File: config.mk
export PLATFORM = sky130hd
export DESIGN_NAME = unary_gen_flat
export DESIGN_NICKNAME = d
export VERILOG_FILES = /design/src/rtl/unary_gen_pkg.sv /design/src/rtl/unary_gen_if.sv /design/src/rtl/cntwithen.sv /design/src/rtl/unary_gen.sv /design/src/flat_wrapper.sv
export SDC_FILE = /design/constraint.sdc
export NUM_CORES = 1
export LEC_CHECK = 0
export BUFFER_PORTS_ARGS = -buffer_cell sky130_fd_sc_hd__buf_2
export CORE_ASPECT_RATIO = 0.9
export CORE_MARGIN = 2
export CORE_UTILIZATION = 47
export DETAILED_ROUTE_END_ITERATION = 8
export PLACE_DENSITY = 0.79
export SLEW_MARGIN = 20
export SYNTH_ARGS = -nofsm -noshare
export SYNTH_HDL_FRONTEND = slang
export SYNTH_HIERARCHICAL = 1
export SYNTH_SLANG_ARGS = --single-unit
File: constraint.sdc
create_clock -name iClk -period 1.93 [get_ports iClk]
set_clock_uncertainty 0.15 [all_clocks]
set_input_delay 0.2895 -clock iClk [delete_from_list [all_inputs] [get_ports iClk]]
set_output_delay 0.2895 -clock iClk [all_outputs]
set_load 0.05 [all_outputs]
File: src/rtl/unary_gen_pkg.sv
// Shared definitions for the unary bitstream generator: FSM states and default width.
// No logic; latency/backpressure defined by the users of these types.
package unary_gen_pkg;

    localparam int DEF_BITWIDTH = 8;

    typedef enum logic [1:0] {
        ST_IDLE = 2'd0,
        ST_RUN  = 2'd1,
        ST_DONE = 2'd2
    } state_e;

endpackage

File: src/rtl/unary_gen_if.sv
// Control and stream signals of the unary generator; master drives requests, slave produces the stream.
// Purely structural; no latency, the generator never stalls the requester.
interface unary_gen_if
    import unary_gen_pkg::*;
#(
    parameter int BITWIDTH = DEF_BITWIDTH
);
    logic                iEn;
    logic                iClr;
    logic                iLoad;
    logic [BITWIDTH-1:0] iData;
    logic                oBit;
    logic                oBusy;
    logic                oDone;
    logic [BITWIDTH-1:0] oCnt;

    modport master (
        output iEn, iClr, iLoad, iData,
        input  oBit, oBusy, oDone, oCnt
    );

    modport slave (
        input  iEn, iClr, iLoad, iData,
        output oBit, oBusy, oDone, oCnt
    );
endinterface

File: src/rtl/cntwithen.sv
// Free-running wrap-around counter with enable and synchronous clear (clear wins).
// One-cycle update latency; iEn low simply holds the count.
module cntwithen #(
    parameter int BITWIDTH = 8
) (
    input  logic                iClk,
    input  logic                iRstN,
    input  logic                iEn,
    input  logic                iClr,
    output logic [BITWIDTH-1:0] oCnt
);

    logic [BITWIDTH-1:0] cnt_q;
    logic [BITWIDTH-1:0] cnt_d;

    always_comb begin
        cnt_d = cnt_q;
        if (iClr) begin
            cnt_d = '0;
        end else if (iEn) begin
            cnt_d = cnt_q + 1'b1;
        end
    end

    always_ff @(posedge iClk or negedge iRstN) begin
        if (!iRstN) begin
            cnt_q <= '0;
        end else begin
            cnt_q <= cnt_d;
        end
    end

    assign oCnt = cnt_q;

endmodule

File: src/rtl/unary_gen.sv
// Thermometer-coded unary stream generator: 2^BITWIDTH bits per load, first 'value' bits high.
// Bit valid combinationally each RUN cycle; iEn low freezes the stream, iLoad during RUN is dropped.
module unary_gen
    import unary_gen_pkg::*;
#(
    parameter int BITWIDTH = DEF_BITWIDTH
) (
    input  logic       iClk,
    input  logic       iRstN,
    unary_gen_if.slave bus
);

    state_e              state_q;
    state_e              state_d;
    logic [BITWIDTH-1:0] value_q;
    logic [BITWIDTH-1:0] value_d;
    logic [BITWIDTH-1:0] cnt;
    logic                load_acc;
    logic                cnt_en;
    logic                cnt_clr;

    always_comb begin
        load_acc = bus.iLoad && !bus.iClr && (state_q == ST_IDLE || state_q == ST_DONE);
        cnt_en   = (state_q == ST_RUN) && bus.iEn;
        cnt_clr  = bus.iClr || load_acc;
    end

    cntwithen #(
        .BITWIDTH (BITWIDTH)
    ) u_period_cnt (
        .iClk  (iClk),
        .iRstN (iRstN),
        .iEn   (cnt_en),
        .iClr  (cnt_clr),
        .oCnt  (cnt)
    );

    always_comb begin
        state_d = state_q;
        value_d = value_q;
        if (load_acc) begin
            value_d = bus.iData;
        end
        unique case (state_q)
            ST_IDLE: begin
                if (load_acc) state_d = ST_RUN;
            end
            ST_RUN: begin
                // The all-ones position is the last emitted bit; the counter wraps to 0 here.
                if (bus.iEn && (&cnt)) state_d = ST_DONE;
            end
            ST_DONE: begin
                state_d = load_acc ? ST_RUN : ST_IDLE;
            end
            default: begin
                state_d = ST_IDLE;
            end
        endcase
        if (bus.iClr) begin
            state_d = ST_IDLE;
        end
    end

    always_ff @(posedge iClk or negedge iRstN) begin
        if (!iRstN) begin
            state_q <= ST_IDLE;
            value_q <= '0;
        end else begin
            state_q <= state_d;
            value_q <= value_d;
        end
    end

    assign bus.oBusy = (state_q == ST_RUN);
    assign bus.oDone = (state_q == ST_DONE);
    assign bus.oBit  = (state_q == ST_RUN) && (cnt < value_q);
    assign bus.oCnt  = cnt;

endmodule
File: src/flat_wrapper.sv
// flat-port wrapper written by rule: the top's interface ports become plain ports
module unary_gen_flat import unary_gen_pkg::*;
#(
    parameter int BITWIDTH = DEF_BITWIDTH
)
  (iClk, iRstN, bus_iEn, bus_iClr, bus_iLoad, bus_iData, bus_oBit, bus_oBusy, bus_oDone, bus_oCnt);
  unary_gen_if #(.BITWIDTH(BITWIDTH)) bus_i ();
  input  logic iClk;
  input  logic iRstN;
  input wire logic [$bits(bus_i.iEn)-1:0] bus_iEn;
  input wire logic [$bits(bus_i.iClr)-1:0] bus_iClr;
  input wire logic [$bits(bus_i.iLoad)-1:0] bus_iLoad;
  input wire logic [$bits(bus_i.iData)-1:0] bus_iData;
  output wire logic [$bits(bus_i.oBit)-1:0] bus_oBit;
  output wire logic [$bits(bus_i.oBusy)-1:0] bus_oBusy;
  output wire logic [$bits(bus_i.oDone)-1:0] bus_oDone;
  output wire logic [$bits(bus_i.oCnt)-1:0] bus_oCnt;
  assign bus_i.iEn = bus_iEn;
  assign bus_i.iClr = bus_iClr;
  assign bus_i.iLoad = bus_iLoad;
  assign bus_i.iData = bus_iData;
  assign bus_oBit = bus_i.oBit;
  assign bus_oBusy = bus_i.oBusy;
  assign bus_oDone = bus_i.oDone;
  assign bus_oCnt = bus_i.oCnt;
  unary_gen #(.BITWIDTH(BITWIDTH)) u_core (.iClk(iClk), .iRstN(iRstN), .bus(bus_i));
endmodule
=== Word level (Yosys, flattened, before mapping) ===
Cells that the tools add are included.

* Input bits: 13
* Register bits after elaboration: 18
* Word-level logic and storage cells: 28
* Output and inout bits: 11

* Reduce and logical (&&, ||, !) cells: 12
* Multiplexer cells: 7
* $add $sub $neg: 1
* Order comparisons: 1
* Eq/ne operators: 4

{| class="wikitable"
|+ Operators by type and width
! operator !! number
|-
| 8-bit 2-to-1 mux || 2
|-
| 8-bit by 1-bit adder with 8-bit output (second input constant) || 1
|-
| 8-bit < comparator || 1
|-
| 8-bit AND reduction || 1
|-
| 2-bit 2-to-1 mux || 3
|-
| 3-bit by 2-bit inequality test with 1-bit output (second input constant) || 2
|-
| 2-bit case mux with 3 select lines || 1
|-
| 1-bit logical AND || 5
|-
| 2-bit by 1-bit == test with 1-bit output (second input constant) || 1
|-
| 2-bit == test (second input constant) || 1
|-
| 2-bit logical NOT || 1
|-
| 1-bit logical OR || 2
|-
| 2-bit AND reduction || 1
|-
| 2-bit nonzero test || 1
|-
| 1-bit logical NOT || 1
|-
| 1-bit 2-to-1 mux || 1
|}

=== Logic depth before layout (Yosys ltp) ===
* Word-level depth: 6
* Mapped depth: 6
* Depth with buffers taken out: 5

=== Hierarchy ===
The synthesis kept the hierarchy.

{| class="wikitable"
|+ Modules (own cells, without submodules)
! module !! area each (um^2) !! cells an instance !! times used !! sequential area each (um^2)
|-
| unary_gen || 613.1 || 64 || 1 || 250.2
|-
| cntwithen || 396.6 || 37 || 1 || 200.2
|}

=== Least setup slack after synthesis ===
No wires, ideal clock.

* Path type: register -> output
* Start: register u_core.u_period_cnt.cnt_q[2], in the netlist u_core/u_period_cnt/oCnt[2]
* End: output bus_oBit
* Cell stages (with the launch flop): 5
* Arrival time: 2,184 ps
* Path slack: -694 ps
* Buffers on the path: 0
* Data required time: 1,490 ps
* Path through: dfrtp_1 > ha_1 > a211oi_1 > o21ai_0 > a21oi_1

* Word-level cells in the longest chain between the ends: 2

{| class="wikitable"
|+ Ends and longest elaborated chain
! element !! line !! RTL
|-
| start, declared || cntwithen.sv:13 || <nowiki>logic [BITWIDTH-1:0] cnt_q;</nowiki>
|-
| start signal, assigned || cntwithen.sv:29 || <nowiki>cnt_q <= cnt_d;</nowiki>
|-
| 8-bit < comparator || unary_gen.sv:76 || <nowiki>assign bus.oBit = (state_q == ST_RUN) && (cnt < value_q);</nowiki>
|-
| 1-bit logical AND || unary_gen.sv:76 ||
|-
| end, declared || flat_wrapper.sv:14 || <nowiki>output wire logic [$bits(bus_i.oBit)-1:0] bus_oBit;</nowiki>
|}

No other way between the ends.

=== Worst setup path after layout ===
Same ends and word-level chain as after synthesis.

==> results.txt <==
----------------------------------------------------
[Logic synthesis]
  Yosys warning count ... 6
  Leading cell type by number of instances after synthesis ... dfrtp_1
  Number of synthesized flops with an enable pin ... 0
  Cell type with the highest aggregate area in the netlist ... dfrtp_1
  Share of the yosys chip area belonging to registers ... 0.446
  Number of distinct library cells after synthesis ... 28
  Area share of the largest cell type after synthesis ... 0.446
  Mean Syn Cell Area ... 10.0 um^2
  Post-synthesis cell count ... 101
  Ranking of synthesized cells by instance count ... dfrtp_1 (18), nand2_1 (11), o21ai_0 (10)
  Synthesized net count ... 122
  Async set or reset register ratio after synthesis ... 1.00
  Main synth FF type ... dfrtp_1
  Syn Std Cell Area ... 1010 um^2
  Total of flip-flops plus latches after synthesis ... 18
  Top post-synthesis cells by area ... dfrtp_1 (45%), ha_1 (9.9%), o21ai_0 (5.0%)

[STA]
  Min setup slack post-route ... -201 ps
  Shortest period the worst path allows ... 2130 ps
  Slew Limit Fails ... 0
  Fmax achieved ... 469 MHz
  Remaining max-slew budget at the tightest pin ... 0.719
  Fin Hold WS ... 35.4 ps
  Setup TNS after final layout ... -201 ps
  Transition time at the pin with the least slew margin ... 421 ps
  Period utilization ... 1.10
  Final hold violation count ... 0
  Setup Viol. Count Final ... 1
  RSZ-0062 raised after global routing ... true

[Setup path]
  Crit-path cells ... ha_4 > a211oi_4 > o21ai_2 > a21oi_4 > buf_6
  Data arrival time of the critical path ... 1690 ps
  Stage delay of the slowest cell on the critical path ... 510 ps
  Slowest-stage cell, CP ... dfrtp_4
  Critical path endpoint category ... output pin
  Required time of the worst setup path ... 1490 ps
  Startpoint class of the critical path ... flop
  Critical path start-end classification ... reg2out
  Biggest fanout along the worst timing path ... 2

[Global route]
  First-pass GRT wire length ... 3700 um
  Gr usage total ... 0.211
  Met2 layer usage reported by global route ... 0.380
  Largest net degree at the start of global routing ... 19
  Met1 Use GR ... 0.259
  GRT Residual Overflow ... 0
  Initial antenna violation count ... 0
  Busiest metal layer after global routing ... met2
  Global Route met3 Usage ... 0.0188
  Number of global-route vias before repair ... 809

[CTS]
  Maximum level of the CTS H-tree ... 1
  Number of clock buffers inserted by TritonCTS ... 3
  CTS tree ... built
  Clock transition at the registers of the reported paths ... 110 ps
  CTS Root Cell ... clkbuf_4
  Clock latency of the later-clocked register in the worst-skew pair ... 300 ps
  Buffers from clock root to sink, at most ... 2
  # Post-CTS Setup Buffers ... 0
  Number of clock sinks ... 18

[Die]
  Die span in x ... 52.9 um
  Initial Util ... 0.512
  Die height ... 48.0 um
  Number of top-level pins ... 24
  Total number of placement rows ... 15
  Std-Cell Core Area ... 1970 um^2
  Full die area ... 2540 um^2

[Drt]
  Number of routed nets with antenna violations ... 0
  Routed len/inst ... 14.5 um
  Router iterations before antenna repair ... 4
  Via-to-Cell Ratio ... 5.38
  DRC violations left ... 0
  Total number of vias ... 860
  Starting DRC count in detailed routing ... 18
  Overall routed net length ... 2320 um

[Power and ir drop]
  Total power consumption of the routed design ... 0.894 mW
  Leakage ... 0.613 nW
  Max IR drop VDD ... 0.000476 V
  Total power per unit cell area ... 676 nW/um^2

[Finish]
  Ratio of cells with drive above 1 in the final layout ... 0.437
  Layout area overhead ... 30.9%
  Filler cell count ... 164
  Nets ... 157
  Inserted Diodes ... 0

[Run status]
  Status ... finished, violations left
  Failing checks ... setup timing

[Min path]
  Path category of the worst min-delay check ... in2reg

[Placed design]
  Pre-CTS setup slack ... 26.1 ps
  Port Buf Inserts ... 23
  Detail Placement HPWL ... 1650 um
  Final weighted congestion in routability-driven placement ... 0.758

[Job]
  Count of max-cap constraint violations ... 0

----------------------------------------------------
==> kinds of logic after synthesis <==
| family | synth area share |
|---|---|
| muxes | 0.0248 |
| xor gates and xnor gates | 0.0347 |
| AOI/OAI and AO/OA | 0.143 |
| and+or+nand+nor | 0.197 |
| DFF | 0.446 |
| buffers and inverters | 0.0558 |
| adders and majority gates | 0.0991 |
==> stage by stage <==
stage | cell area, um^2 | cells | util
after detailed placement | 1250 | 155 | 0.634
final | 1320 | 160 | 0.670
after CTS | 1310 | 160 | 0.665
after global routing | 1320 | 160 | 0.670
after floorplan | 1060 | 101 | -
after global placement | 1250 | 155 | 0.634
==> power by group <==
part	total [mW]	switching [mW]	internal [mW]
Clock	0.240	0.125	0.115
Sequential	0.431	0.0171	0.414
Combinational	0.222	0.132	0.0908
==> flip-flops by register name, summed over array words and instances, names as in the netlist <==
register,cells
u_core/u_period_cnt/oCnt,8
u_core/value_q,8
u_core/state_q,2
==> worst max-delay path: cells and delay by family (launching register included) <==
| kind | cells | cell delay [ps] |
|---|---|---|
| fa+ha+maj | 1 | 240 |
| compound gates | 3 | 480 |
| flops | 1 | 510 |
| buf+inv | 1 | 170 |
==> what timing repair did <==
action | in CTS | in global routing
pin swaps | 2 | 1
gates resized for setup | 5 | 2
setup endpoints to repair | 1 | 1
hold endpoints to repair | 18 | 0
hold buffers | 1 | 0
==> final timing paths <==
| check | from | to | slack [ps] | cells after the start |
|---|---|---|---|---|
| max reg2reg | u_core/state_q[1]$_DFFE_PN0P_ | u_core/u_period_cnt/oCnt[5]$_DFFE_PN0P_ | 160 | 5 |
| max in group asynchronous | iRstN | u_core/u_period_cnt/oCnt[3]$_DFFE_PN0P_ | 970 | 2 |
| min reg2reg | u_core/value_q[6]$_DFFE_PN0P_ | u_core/value_q[6]$_DFFE_PN0P_ | 390 | 2 |
| min in group asynchronous | iRstN | u_core/u_period_cnt/oCnt[2]$_DFFE_PN0P_ | 340 | 2 |
| min | bus_iData[6] | u_core/value_q[6]$_DFFE_PN0P_ | 40 | 3 |
| max | u_core/u_period_cnt/oCnt[2]$_DFFE_PN0P_ | bus_oBit | -200 | 5 |
==> final cells by class <==
class / instances / area, um^2 / area share
inverter: 8 / 30.0 / 0.0227
timing repair buffer: 33 / 199 / 0.151
multi-input combinational: 72 / 563 / 0.426
tap: 25 / 31.3 / 0.0237
clock buffer: 4 / 36.3 / 0.0275
sequential: 18 / 462 / 0.349
==> per-layer routing <==
layer	routed length, um	part of all wire
met5	0	0
met1	921	0.40
met3	101	0.043
met2	1250	0.54
met4	51	0.022
==> placed cells by master, fill, tap and decap left out, types with 3 or more instances in the layout <==
master,n
a21oi_1,3
buf_2,22
buf_4,9
clkbuf_4,3
dfrtp_1,11
dfrtp_2,6
ha_1,5
inv_1,7
nand2_1,11
nand3_1,3
nand4_1,4
nor2_1,7
o21ai_0,9
o21ai_2,3
or3_1,3
xor2_1,3
(Power assumes the default switching activity.)
